<file path="src/rtl/dac_serial_multi.sv">
// Serial-DAC update engine: snapshots channel words on a trigger edge and
// shifts one {address, data} frame per enabled channel with CS/SCLK/LDAC timing.
module dac_serial_multi #(
  parameter int unsigned NUM_CH    = 4,
  parameter int unsigned DATA_W    = 16,
  parameter int unsigned ADDR_W    = 2,
  parameter int unsigned SCLK_DIV  = 4,
  parameter int unsigned CS_SETUP  = 4,
  parameter int unsigned CS_HOLD   = 2,
  parameter int unsigned LDAC_W    = 3,
  parameter int unsigned GAP       = 4,
  parameter int unsigned LDAC_MODE = 0
) (
  input  logic                     clk,
  input  logic                     reset,
  input  logic                     trig,
  input  logic [NUM_CH-1:0]        ch_mask,
  input  logic [NUM_CH*DATA_W-1:0] data_in,
  output logic                     busy,
  output logic                     done,
  output logic                     trig_ovr,
  output logic                     dac_cs_n,
  output logic                     dac_ldac_n,
  output logic                     dac_rs_n,
  output logic                     dac_msb,
  output logic                     dac_sclk,
  output logic                     dac_sdin
);

  localparam int unsigned FRAME_W = ADDR_W + DATA_W;
  localparam int unsigned HALF    = SCLK_DIV / 2;
  localparam int unsigned DIV_W   = $clog2(SCLK_DIV);
  localparam int unsigned BIT_W   = $clog2(FRAME_W);
  localparam int unsigned PTR_W   = $clog2(NUM_CH + 1);
  localparam int unsigned T_A     = (CS_SETUP > CS_HOLD) ? CS_SETUP : CS_HOLD;
  localparam int unsigned T_B     = (LDAC_W > GAP) ? LDAC_W : GAP;
  localparam int unsigned T_MAX   = (T_A > T_B) ? T_A : T_B;
  localparam int unsigned TMR_W   = $clog2(T_MAX + 1);

  typedef enum logic [2:0] {
    S_IDLE, S_SELECT, S_SETUP, S_SHIFT, S_HOLD, S_LDAC, S_GAP, S_DONE
  } state_t;

  state_t                   state;
  logic                     trig_s1, trig_s2;
  logic                     trig_edge;
  logic [NUM_CH-1:0]        mask_sh;
  logic [NUM_CH*DATA_W-1:0] data_sh;
  logic [FRAME_W-1:0]       frame;
  logic [PTR_W-1:0]         ptr;
  logic [DIV_W-1:0]         div_cnt;
  logic [DIV_W-1:0]         div_nxt;
  logic [BIT_W-1:0]         bit_cnt;
  logic [TMR_W-1:0]         tmr;
  logic                     sent_any;
  logic                     from_ldac;

  logic                     sel_found;
  logic [ADDR_W-1:0]        sel_idx;
  logic [DATA_W-1:0]        sel_data;

  assign dac_msb   = 1'b1;
  assign trig_edge = trig_s1 & ~trig_s2;
  assign div_nxt   = (div_cnt == DIV_W'(SCLK_DIV - 1)) ? '0 : div_cnt + DIV_W'(1);

  // Lowest enabled channel at or above the pointer; the descending scan lets the lowest win.
  always_comb begin
    sel_found = 1'b0;
    sel_idx   = '0;
    sel_data  = '0;
    for (int k = int'(NUM_CH) - 1; k >= 0; k--) begin
      if (mask_sh[k] && (k >= int'(ptr))) begin
        sel_found = 1'b1;
        sel_idx   = ADDR_W'(k);
        sel_data  = data_sh[k*DATA_W +: DATA_W];
      end
    end
  end

  always_ff @(posedge clk) begin
    if (reset) begin
      state      <= S_IDLE;
      trig_s1    <= 1'b0;
      trig_s2    <= 1'b0;
      mask_sh    <= '0;
      data_sh    <= '0;
      frame      <= '0;
      ptr        <= '0;
      div_cnt    <= '0;
      bit_cnt    <= '0;
      tmr        <= '0;
      sent_any   <= 1'b0;
      from_ldac  <= 1'b0;
      busy       <= 1'b0;
      done       <= 1'b0;
      trig_ovr   <= 1'b0;
      dac_cs_n   <= 1'b1;
      dac_ldac_n <= 1'b1;
      dac_rs_n   <= 1'b0;
      dac_sclk   <= 1'b0;
      dac_sdin   <= 1'b0;
    end else begin
      trig_s1  <= trig;
      trig_s2  <= trig_s1;
      dac_rs_n <= 1'b1;
      done     <= 1'b0;
      trig_ovr <= trig_edge && (state != S_IDLE);

      case (state)
        S_IDLE: begin
          dac_cs_n   <= 1'b1;
          dac_sclk   <= 1'b0;
          dac_ldac_n <= 1'b1;
          if (trig_edge) begin
            mask_sh   <= ch_mask;
            data_sh   <= data_in;
            ptr       <= '0;
            sent_any  <= 1'b0;
            from_ldac <= 1'b0;
            busy      <= 1'b1;
            state     <= S_SELECT;
          end
        end

        S_SELECT: begin
          if (sel_found) begin
            frame    <= {sel_idx, sel_data};
            ptr      <= PTR_W'(sel_idx);
            dac_cs_n <= 1'b0;
            tmr      <= TMR_W'(CS_SETUP - 1);
            state    <= S_SETUP;
          end else if ((LDAC_MODE == 1) && sent_any) begin
            dac_ldac_n <= 1'b0;
            tmr        <= TMR_W'(LDAC_W - 1);
            state      <= S_LDAC;
          end else begin
            done  <= 1'b1;
            busy  <= 1'b0;
            state <= S_DONE;
          end
        end

        S_SETUP: begin
          if (tmr == '0) begin
            div_cnt  <= '0;
            bit_cnt  <= '0;
            dac_sclk <= 1'b0;
            dac_sdin <= frame[FRAME_W-1];
            state    <= S_SHIFT;
          end else begin
            tmr <= tmr - TMR_W'(1);
          end
        end

        // sclk/sdin are registered, so they are driven for the cycle indexed by div_nxt.
        S_SHIFT: begin
          div_cnt  <= div_nxt;
          dac_sclk <= (div_nxt >= DIV_W'(HALF));
          if (div_nxt == DIV_W'(HALF)) begin
            frame <= {frame[FRAME_W-2:0], 1'b0};
          end
          if (div_cnt == DIV_W'(SCLK_DIV - 1)) begin
            if (bit_cnt == BIT_W'(FRAME_W - 1)) begin
              dac_sclk <= 1'b0;
              tmr      <= TMR_W'(CS_HOLD - 1);
              state    <= S_HOLD;
            end else begin
              bit_cnt  <= bit_cnt + BIT_W'(1);
              dac_sdin <= frame[FRAME_W-1];
            end
          end
        end

        S_HOLD: begin
          dac_sclk <= 1'b0;
          if (tmr == '0) begin
            dac_cs_n <= 1'b1;
            dac_sdin <= 1'b0;
            sent_any <= 1'b1;
            if (LDAC_MODE == 0) begin
              dac_ldac_n <= 1'b0;
              tmr        <= TMR_W'(LDAC_W - 1);
              state      <= S_LDAC;
            end else begin
              tmr   <= TMR_W'(GAP - 1);
              state <= S_GAP;
            end
          end else begin
            tmr <= tmr - TMR_W'(1);
          end
        end

        S_LDAC: begin
          if (tmr == '0) begin
            dac_ldac_n <= 1'b1;
            from_ldac  <= 1'b1;
            tmr        <= TMR_W'(GAP - 1);
            state      <= S_GAP;
          end else begin
            tmr <= tmr - TMR_W'(1);
          end
        end

        S_GAP: begin
          dac_sdin <= 1'b0;
          if (tmr == '0) begin
            if ((LDAC_MODE == 1) && from_ldac) begin
              done  <= 1'b1;
              busy  <= 1'b0;
              state <= S_DONE;
            end else begin
              ptr   <= ptr + PTR_W'(1);
              state <= S_SELECT;
            end
          end else begin
            tmr <= tmr - TMR_W'(1);
          end
        end

        S_DONE: begin
          state <= S_IDLE;
        end

        default: state <= S_IDLE;
      endcase
    end
  end

endmodule

</file>
<file path="config.mk">
export PLATFORM = sky130hd
export DESIGN_NAME = dac_serial_multi
export DESIGN_NICKNAME = d
export VERILOG_FILES = /design/src/rtl/dac_serial_multi.sv
export SDC_FILE = /design/constraint.sdc
export NUM_CORES = 1
export LEC_CHECK = 0
export CORE_ASPECT_RATIO = 1.25
export CORE_MARGIN = 4
export CORE_UTILIZATION = 45
export CTS_CLUSTER_SIZE = 28
export DETAILED_ROUTE_END_ITERATION = 6
export PLACE_DENSITY = 0.81
export SETUP_SLACK_MARGIN = 0.4
export SYNTH_ARGS = -nofsm -noshare
export SYNTH_HDL_FRONTEND = slang
export SYNTH_SLANG_ARGS = --single-unit
</file>
<file path="constraint.sdc">
create_clock -name clk -period 2.6 [get_ports clk]
set_input_delay 0.78 -clock clk [delete_from_list [all_inputs] [get_ports clk]]
set_output_delay 0.78 -clock clk [all_outputs]
set_load 0.01 [all_outputs]
</file>
== Word level (Yosys, flattened, before mapping) ==
Index checks and enable logic that the tools add are counted.

* Bits in registers: 112
* Input bits: 71
* Output and inout port bits: 9
* Word-level logic and storage cells: 143

* Add/subtract/negate cells: 4
* $lt $le $gt $ge: 5
* Eq/ne operators: 22
* Muxes and demuxes: 59
* Bitwise gates (word level): 3
* Reductions and logical operators: 32

{| class="wikitable"
|+ Operators by type and width
! kind !! number
|-
| two-way mux 16 bit || 4
|-
| two-way mux 3 bit || 17
|-
| two-way mux 18 bit || 2
|-
| one-hot mux 18 bit (2 select lines) || 1
|-
| != test 2 bit, second input constant || 12
|-
| one-hot mux 3 bit (8 select lines) || 1
|-
| two-way mux 1 bit || 16
|-
| two-way mux 5 bit || 3
|-
| one-hot mux 3 bit (5 select lines) || 1
|-
| nonzero test 3 bit || 5
|-
| == test 3 bit, second input constant || 4
|-
| two-way mux 2 bit || 6
|-
| AND reduction 3 bit || 4
|-
| one-hot mux 5 bit (2 select lines) || 1
|-
| AND reduction 5 bit || 2
|-
| one-hot mux 1 bit (3 select lines) || 3
|-
| one-hot mux 3 bit (3 select lines) || 1
|-
| AND reduction 4 bit || 2
|-
| AND reduction 7 bit || 1
|-
| == test 3 x 2 -> 1 bit, second input constant || 2
|-
| >= comparator 1 x 3 -> 1 bit, first input constant || 2
|-
| >= comparator 2 x 3 -> 1 bit, first input constant || 2
|-
| logical NOT 3 bit || 2
|-
| AND reduction 2 bit || 3
|-
| 18 further kinds || 28
|}

== Longest topological paths before layout ==
* Depth after elaboration: 8
* Depth in mapped cells: 9
* Mapped depth without buffers: 7

== Worst setup path before layout ==
No wires, ideal clock.

* Path kind: flip-flop to flip-flop
* From: reg ptr[0]
* To: reg frame[15]
* Library setup time: 0.117 ns
* Arrival: 1.942 ns
* Required time: 2.483 ns
* Path slack: 0.541 ns
* Cell stages (with the launch flop): 10
* Buffers on the path: 2
* Clock period less this slack: 2.059 ns
* Cell sequence: dfxtp_1 -> inv_1 -> ha_1 -> and4bb_2 -> nor2_1 -> o31a_4 -> and2_1 -> buf_6 -> buf_6 -> a32o_1

* Cells in the longest elaborated chain, start to end: 8
* Elaborated cells between the ends (all ways): 20
* Classes of those cells: 4 x order compare; 1 x eq/ne; 10 x mux; 5 x reduce/logical

{| class="wikitable"
|+ RTL lines
! item !! line !! source
|-
| from (decl) || 50 || <nowiki>logic [PTR_W-1:0] ptr;</nowiki>
|-
| from (signal assigned) || 128 || <nowiki>ptr <= PTR_W'(sel_idx);</nowiki>
|-
| from (signal assigned) || 212 || <nowiki>ptr <= ptr + PTR_W'(1);</nowiki>
|-
| >= comparator 2 x 3 -> 1 bit || 72 || <nowiki>if (mask_sh[k] && (k >= int'(ptr))) begin</nowiki>
|-
| logical AND 1 bit || 72 ||
|-
| two-way mux 16 bit / two-way mux 1 bit (equally long branches) (4 in a row) || 72 ||
|-
| two-way mux 18 bit / != test 2 bit (equally long branches) || n/a ||
|-
| one-hot mux 18 bit (2 select lines) / AND reduction 3 bit (equally long branches) || n/a ||
|-
| to (signal assigned) || 127 || <nowiki>frame <= {sel_idx, sel_data};</nowiki>
|-
| to (signal assigned) || 160 || <nowiki>frame <= {frame[FRAME_W-2:0], 1'b0};</nowiki>
|-
| to (decl) || 49 || <nowiki>logic [FRAME_W-1:0] frame;</nowiki>
|}

Parallel ways exist; a longest one is shown, timed or not. The select of a mux whose other input is x is not followed.
A chain may end at the register's enable or synchronous reset.

== Worst setup path in the final report ==
* From: reg ptr[0]
* To: reg dac_cs_n

* Cells in the longest elaborated chain, start to end: 8
* Elaborated cells between the ends (all ways): 14
* Classes of those cells: 4 x order compare; 1 x eq/ne; 4 x mux; 5 x reduce/logical

{| class="wikitable"
|+ RTL lines
! item !! line !! source
|-
| >= comparator 2 x 3 -> 1 bit || 72 ||
|-
| logical AND 1 bit || 72 ||
|-
| two-way mux 1 bit (3 in a row) || 72 ||
|-
| two-way mux 1 bit * || 72 ||
|-
| != test 2 bit (no line) * || n/a ||
|-
| AND reduction 3 bit (no line) * || n/a ||
|-
| to (signal assigned) || 97 || <nowiki>dac_cs_n <= 1'b1;</nowiki>
|-
| to (signal assigned) || 111 || <nowiki>dac_cs_n <= 1'b1;</nowiki>
|-
| to (signal assigned) || 129 || <nowiki>dac_cs_n <= 1'b0;</nowiki>
|-
| to (decl) || 22 || <nowiki>output logic dac_cs_n,</nowiki>
|}

Mark *: on every way between the ends. The rest lies on a longest branch, timed or not.

==> flow_metrics.env <==
export IMPL_yosysSeqAreaShare=0.4405
export IMPL_regToRegEndpoint="dac_cs_n"
export IMPL_cts_tree="done"
export IMPL_row_count=43
export IMPL_vias=4630
export IMPL_core_sq_mm=0.01108
export IMPL_final_min_clock_period_ns=2.113
export IMPL_fmax_mhz=473.3
export IMPL_period_share=0.8125
export IMPL_maxSlewHeadroom=0.5396
export IMPL_post_cts_buffers=0
export IMPL_leakagePower_nw=2.226
export IMPL_firstDrtPassIters=5
export IMPL_grt_max_degree=69
export IMPL_hold_viol_final=0
export IMPL_switching_share=0.3499
export IMPL_power_density_mw_per_mm2=848.7
export IMPL_placed_cells=804
export IMPL_stdcell_count=820
export IMPL_syn_num_nets=707
export IMPL_ys_types=59
export IMPL_wl_um=12470
export IMPL_die_w_um=103.1
export IMPL_antenna_found_initial=0
export IMPL_multi_input_area_sq_mm=0.002639
export IMPL_synth_async_sr_flop_share=0
export IMPL_ys_flop_type="dfxtp_1"
export IMPL_syn_inst=627
export IMPL_grt_use_total=0.1921
export IMPL_hp_start="data_sh[63]"
export IMPL_hold_end="data_sh[63]"
export IMPL_io_buffers=78
export IMPL_cts_root_buf="clkbuf_16"
export IMPL_p_clk_frac=0.269
export IMPL_drc=0
export IMPL_drive_above_1_share=0.1036
export IMPL_crit_type="flop to flop"
export IMPL_cp_max_fo=7
export IMPL_synth_edf_count=0
export IMPL_synth_largest_type_area_fraction=0.4405
export IMPL_die_h_um=126.9
export IMPL_worstSetupEndpointType="flop"
export IMPL_regToRegStartpoint="ptr[0]"
export IMPL_layout_commonest_cell="nand2_1"
export IMPL_worstRegToRegCells=7
export IMPL_io_pins=80
export IMPL_ys_seq_elements=112
export IMPL_rsz0062_at_grt="yes"
export IMPL_startpoint_type="flop"
export IMPL_clk_path_buf_depth=2
export IMPL_status="completed"
export IMPL_ys_top_cells_by_area="dfxtp_1, nand2_1, a21oi_1"
export IMPL_ff_latch_area_sq_mm=0.002246
export IMPL_fin_setup_tns_ns=0
export IMPL_n_antenna_cell=0
export IMPL_synth_avg_cell_area_sq_um=8.118
export IMPL_syn_area_sq_mm=0.005090
export IMPL_power_frac_comb=0.326
export IMPL_arrival_ns=2.36
export IMPL_final_nets=760
export IMPL_clock_skew_ns=0.007082
export IMPL_drt_first_iter_violations=264
export IMPL_overflow=0
export IMPL_dp_hpwl_um=8903
export IMPL_routabilityCongestion=0.9068
export IMPL_synth_area_leader_cell="dfxtp_1"
export IMPL_insertion_delay_ns=0.35
export IMPL_p_seq_frac=0.405
export IMPL_hold_path_class="flop to flop"
export IMPL_ys_warn_count=0
export IMPL_slew_viol_final=0
export IMPL_ir_worst_vdd_v=0.0003826
export IMPL_layout_common_cells="nand2_1, dfxtp_1, a21oi_1"
export IMPL_p_switching_mw=1.872
export IMPL_cts_buffers=9
export IMPL_nFillCells=992
export IMPL_r2r_slack_ns=0.49
export IMPL_clk_pin_slew_worst_paths_ns=0.08
export IMPL_internal_power_mw=3.477
export IMPL_cts_num_sinks=112
export IMPL_hold_path_cell_count=2
export IMPL_areaGrowthSynthToFinish_pct=23.82
export IMPL_grt_pass1_wl_um=20380
export IMPL_cts_htree_levels=3
export IMPL_setup_violations=0
export IMPL_dieArea_sq_mm=0.01309
export IMPL_maxCapViolations=0
export IMPL_cp_required_ns=2.85
export IMPL_grt_pass1_vias=4436
export IMPL_ant_nets=0
export IMPL_initial_core_util=0.4592
export IMPL_max_slew_worst_pin_slew_ns=0.6898
export IMPL_wl_per_cell_um=15.20
export IMPL_vias_per_cell=5.646
export IMPL_holdBufCountCts=0
worst max path at each step:
stage,cells after the start,end,start
floorplan,9,frame[15],ptr[0]
global placement,7,frame[0],ptr[0]
detailed placement,7,frame[0],ptr[0]
CTS,6,dac_cs_n,ptr[1]
global route,7,bit_cnt[2],tmr[0]
finish,7,dac_cs_n,ptr[0]
power by group through the flow:
stage / Clock (mW) / Combinational, mW / Sequential (mW)
final: 1.44 / 1.74 / 2.17
after global routing: 1.52 / 1.92 / 2.20
after CTS: 1.45 / 1.72 / 2.16
after detailed placement: 0 / 1.70 / 2.19
after global placement: 0 / 1.64 / 2.18
after floorplan: 0 / 1.28 / 2.09
critical path: stages, from the launching register on:
cell      delay (ns)
dfxtp_2         0.36
inv_1           0.12
ha_1            0.17
and4bb_2        0.26
o211ai_1        0.41
nor2_2          0.12
a211o_1         0.29
a211o_1         0.28
routing by layer:
layer | part of all wire | global-route usage
met3 | 0.055 | 0.02750
met5 | 0 | 0
met1 | 0.43 | 0.2418
met4 | 0.020 | 0.07317
met2 | 0.50 | 0.3272
repair_timing:
| item | in CTS | in global routing |
|---|---|---|
| resized for setup | 8 | 7 |
| pin swaps | 0 | 1 |
| endpoints found under the setup margin | 17 | 23 |
cell families after synthesis:
logic type / Yosys count / share of synthesized area
buf+inv: 59 / 0.05015
fa+ha+maj: 10 / 0.02409
xor+xnor: 5 / 0.008605
other cells: 1 / 0.0007368
mux: 3 / 0.005900
compound gates: 187 / 0.2456
simple gates: 250 / 0.2244
flops: 112 / 0.4405
cell type report:
type	instances	share of cell area
sequential	112	0.3564
inverter	11	0.006552
clock inverter	7	0.01449
clock buffer	9	0.03574
multi-input combinational	456	0.4187
tap	135	0.02680
timing repair buffer	90	0.1414
flip-flops by register name, indices dropped and copies added (netlist names):
register and cells:
data_sh 64, frame 18, bit_cnt 5, mask_sh 4, ptr 3, state 3, tmr 3, div_cnt 2
busy 1, dac_cs_n 1, dac_ldac_n 1, dac_rs_n 1, dac_sclk 1, dac_sdin 1, done 1, trig_ovr 1
trig_s1 1, trig_s2 1
cell usage after synthesis, drive strengths merged (4+ instances only):
cell type and instances:
nand2b 6, inv 11, clkbuf 32, a221oi 17, o31ai 17, buf 16, o21ai 6, dfxtp 112
or3b 4, nor2 42, nand2 147, a32o 16, nor3 8, a21oi 102, or2 16, nor2b 7
o22ai 4, ha 9
per-stage QoR:
step / setup WS (ns) / hold WS [ns] / power, mW / area (sq um) / util
6_report: 0.4874 / 0.4577 / 5.349 / 6302 / 0.5686
3_3_place_gp: 0.3436 / 0.4420 / 3.818 / 5943 / 0.5362
4_1_cts: 0.4101 / 0.4574 / 5.331 / 6285 / 0.5671
2_1_floorplan: 0.5406 / 0.4344 / 3.373 / 5090 / -
3_5_place_dp: 0.2474 / 0.4471 / 3.891 / 5943 / 0.5362
5_1_grt: 0.3479 / 0.4835 / 5.644 / 6302 / 0.5686
Power figures use the tool's default switching activity.
